[src/rtl/demux_router_1to3.sv]
// 1-to-3 valid/ready demultiplexer: one source fans out to three one-entry
// registered channels; SEL=3 words are dropped and counted (saturating).
module demux_router_chan #(
  parameter int WIDTH = 2
) (
  input  logic             clk,
  input  logic             rst,
  input  logic             load,
  input  logic [WIDTH-1:0] d,
  input  logic             ready,
  output logic [WIDTH-1:0] q,
  output logic             valid,
  output logic             avail
);
  // slot can take a word if empty, or if it drains this same cycle
  assign avail = ~valid | ready;

  always_ff @(posedge clk) begin
    if (rst) begin
      q     <= '0;
      valid <= 1'b0;
    end else if (load) begin
      q     <= d;
      valid <= 1'b1;
    end else if (valid && ready) begin
      valid <= 1'b0;
    end
  end
endmodule

module demux_router_1to3 #(
  parameter int WIDTH = 2,
  parameter int CNT_W = 8
) (
  input  logic             CLK,
  input  logic             RST,
  input  logic [WIDTH-1:0] X,
  input  logic [1:0]       SEL,
  input  logic             X_VALID,
  output logic             X_READY,
  output logic [WIDTH-1:0] OA,
  output logic [WIDTH-1:0] OB,
  output logic [WIDTH-1:0] OC,
  output logic             OA_VALID,
  output logic             OB_VALID,
  output logic             OC_VALID,
  input  logic             OA_READY,
  input  logic             OB_READY,
  input  logic             OC_READY,
  output logic [CNT_W-1:0] DROP_CNT
);
  localparam int NUM_LANES = 3;

  logic [NUM_LANES-1:0][WIDTH-1:0] q;
  logic [NUM_LANES-1:0]            vld, rdy, avail, load;
  logic                            accept;
  logic [CNT_W-1:0]                drop_cnt;

  assign rdy = {OC_READY, OB_READY, OA_READY};

  always_comb begin
    X_READY = 1'b0;
    if (!RST) begin
      case (SEL)
        2'd0:    X_READY = avail[0];
        2'd1:    X_READY = avail[1];
        2'd2:    X_READY = avail[2];
        default: X_READY = 1'b1;
      endcase
    end
  end

  assign accept = X_VALID & X_READY;

  genvar k;
  generate
    for (k = 0; k < NUM_LANES; k++) begin : g_chan
      assign load[k] = accept & (SEL == 2'(k));
      demux_router_chan #(.WIDTH(WIDTH)) u_chan (
        .clk   (CLK),
        .rst   (RST),
        .load  (load[k]),
        .d     (X),
        .ready (rdy[k]),
        .q     (q[k]),
        .valid (vld[k]),
        .avail (avail[k])
      );
    end
  endgenerate

  always_ff @(posedge CLK) begin
    if (RST)
      drop_cnt <= '0;
    else if (accept && SEL == 2'd3 && drop_cnt != '1)
      drop_cnt <= drop_cnt + 1'b1;
  end

  assign OA       = q[0];
  assign OB       = q[1];
  assign OC       = q[2];
  assign OA_VALID = vld[0];
  assign OB_VALID = vld[1];
  assign OC_VALID = vld[2];
  assign DROP_CNT = drop_cnt;
endmodule

[config.mk]
export PLATFORM = sky130hd
export DESIGN_NAME = demux_router_1to3
export DESIGN_NICKNAME = d
export VERILOG_FILES = /design/src/rtl/demux_router_1to3.sv
export SDC_FILE = /design/constraint.sdc
export NUM_CORES = 1
export LEC_CHECK = 0
export CAP_MARGIN = 20
export CORE_MARGIN = 2
export CORE_UTILIZATION = 35
export DETAILED_ROUTE_END_ITERATION = 10
export GPL_ROUTABILITY_DRIVEN = 0
export GPL_TIMING_DRIVEN = 0
export PLACE_DENSITY = 0.71
export RECOVER_POWER = 100
export SYNTH_ARGS = -nofsm -noshare
export SYNTH_HDL_FRONTEND = slang
export SYNTH_SLANG_ARGS = --single-unit
[constraint.sdc]
create_clock -name CLK -period 2.3 [get_ports CLK]
set_clock_uncertainty 0.2 [all_clocks]
set_input_delay 0.46 -clock CLK [delete_from_list [all_inputs] [get_ports CLK]]
set_output_delay 0.46 -clock CLK [all_outputs]
set_load 0.05 [all_outputs]
==> metrics.txt <==
status complete, no violations; most frequent cell after synthesis nor2_1; max incr delay on CP 840 ps; area grow syn2layout 36.1%; Clock Sinks 17; Synth area leaders dfxtp_1 43%, mux2i_1 13%, nor2_1 8.9%, nand2b_1 3.1%, nand3_1 3.1%; worst-path fanout max 5; final HPWL from detailed placement 1280 um; routed wire length 1690 um; CTS Buf Count 3; Cells after DPL between 100 and 150; synth cell count leaders 19 x nor2_1, 17 x dfxtp_1, 10 x mux2i_1, 5 x nand3_1, 4 x nand2b_1; dominant cell type by area after synthesis dfxtp_1; Distinct cells, synth 26; post-route ant nets 0; slew at the pin with the worst max-slew slack 596 ps; Worst-Skew Late Latency slightly below 300 ps; DRT iter0 DRCs 7; # hold bufs at CTS 0; DIE AREA 2690 um^2; Syn Inst Count 84; crit path kind register to output port; routed len/inst roughly 12 um; crit path DAT 1570 ps; asr flop ratio synth 0%; syn avg cell area 9.53 um^2; Synth Flop Type dfxtp_1; Post-Layout Cell Count about 140; Clock transition at path regs 100 ps; CTS tree built; post-synth top area share a little over two fifths; fill count 220; Crit path max-delay family buffers and inverters; Initial Util 36.6%; Post-synth EDFFs 0; gr usage total 14.0%; Core ar. 2190 um^2; final hold violations 0; max_slew headroom 60.4%; Mapped Area 801 um^2; vias in the first global route 604; Worst Path Required 1640 ps; largest net degree at the start of global routing 11; Via density just under 5; number of max-cap violations 0; Tmin final 2230 ps; CTS Root Cell clkbuf_4; Worst Hold Class register to register; final setup TNS 0 ps; residual DRC count 0; Leak 0.000437 uW; final cycle utilization of the critical path 97.1%; syn nets 95; Site Rows 17; Pre-antenna DRT Iters 2; Setup crit start kind register; RSZ-0062 raised after global routing no; io pins 28; post-CTS setup buffer count 0; clock buffer depth 2; Nets 127; Ant. Diodes 0; total gr overflow 0; first-pass GRT wire length roughly 2700 um; Critical-path top delay cell clkdlybuf4s50_1; # H-tree levels 1; CP endpoint kind output port; Die Wd approximately 52 um; P per Cell Area 494 nW/um^2; Port Buf Inserts 27; initial antenna violation count 0; YS warnings 0; number of synthesized register bits 17; largest vdd supply drop 0.270 mV; fin. max-slew vios 0; post-synthesis sequential area ratio around 42%; Fmax 448 MHz; chip height slightly above 50 um; via count approximately 690; Overall Power roughly 540 uW; Buf/Inv on CP 1; Final setup viols 0; layout cells sized above 1 approximately 8.7%; CP cell instances clkdlybuf4s50_1
## cell families (layout without fill, tap and decap cells)
family / count (synthesis) / in the layout / share of synthesized area [%]
XOR/XNOR: 1 / 1 / 1.09
adder cells (fa/ha/maj): 1 / 1 / 1.56
multiplexers: 10 / 10 / 12.5
AND/OR/NAND/NOR: 43 / 43 / 31.6
flip-flops: 17 / 17 / 42.5
AO/OA/AOI/OAI: 9 / 9 / 9.37
buffers and inverters: 3 / 34 / 1.40
## layer usage
metal	up-vias	wire length [um]	track usage [%]
met3	5	56	2.87
li1	356	-	-
met2	12	768	19.4
met5	-	0	0
met1	315	821	18.9
met4	0	46	10.5
## repair_timing
item	4_1_cts	5_1_grt
setup endpoints to repair	1	3
pin swaps	0	1
endpoints found under the hold margin	0	0
resized for setup	9	5
## metrics by stage
stage / setup WS, ps / hold slack [ps] / util (%) / instance area [um^2]
after floorplan: 55.0 / 404 / - / 806
final: 67.5 / 296 / 49.7 / 1090
after detailed placement: -762 / 287 / 50.7 / 1110
after CTS: 24.6 / 311 / 51.7 / 1130
after global placement: -745 / 275 / 50.7 / 1110
after global routing: 13.6 / 341 / 49.7 / 1090
## where the power goes
part / internal [uW] / switching [uW] / total (uW)
Clock: 67.6 / 99.7 / 167
Sequential: 298 / 2.37 / 301
Combinational: 30.0 / 40.0 / 70.1
## worst min-delay path, delay by kind of cell, from the launching register on
family | cells | cell delay [ps]
flip-flops | 1 | 340
AND/OR/NAND/NOR | 1 | 70
multiplexers | 1 | 60
## flip-flops by register name, summed over array words and instances (netlist names)
register and cells:
g_chan.u_chan.q 6, DROP_CNT 8, g_chan.u_chan.valid 3
## final cells by class
class	instances	area [um^2]	share of cell area [%]
tap	28	35.0	3.21
inverter	1	3.75	0.344
clock buffer	4	26.3	2.41
multi-input combinational	64	419	38.5
timing repair buffer	27	256	23.5
sequential	17	340	31.2
buffer	2	8.76	0.804
## placed cells by master, fill, tap and decap left out, drive strengths merged, types with 2 or more instances in the layout
| cell type | netlist | routed |
|---|---|---|
| nor2 | 20 | 20 |
| dfxtp | 17 | 17 |
| clkdlybuf4s50 | 0 | 11 |
| dlygate4sd3 | 0 | 11 |
| mux2i | 10 | 10 |
| clkbuf | 1 | 7 |
| nand3 | 5 | 5 |
| nand2b | 4 | 4 |
| a21oi | 3 | 3 |
| nor3 | 3 | 3 |
| a41o | 2 | 2 |
| nor3b | 2 | 2 |
| nand2 | 2 | 2 |
| dlygate4sd2 | 0 | 2 |
| nor2b | 2 | 2 |
| buf | 1 | 2 |
| a211oi | 2 | 2 |
| and2 | 2 | 2 |
## path summary, 6_finish.rpt
| check | from | end | slack (ps) | cells after the start |
|---|---|---|---|---|
| hold / removal | g_chan[2].u_chan.q[1] | g_chan[2].u_chan.q[1] | 300 | 2 |
| setup reg to reg | DROP_CNT[0] | DROP_CNT[4] | 640 | 5 |
| setup / recovery | DROP_CNT[5] | DROP_CNT[5] | 70 | 1 |
| hold reg to reg | g_chan[2].u_chan.q[1] | g_chan[2].u_chan.q[1] | 300 | 2 |
Power figures use the tool's default switching activity.
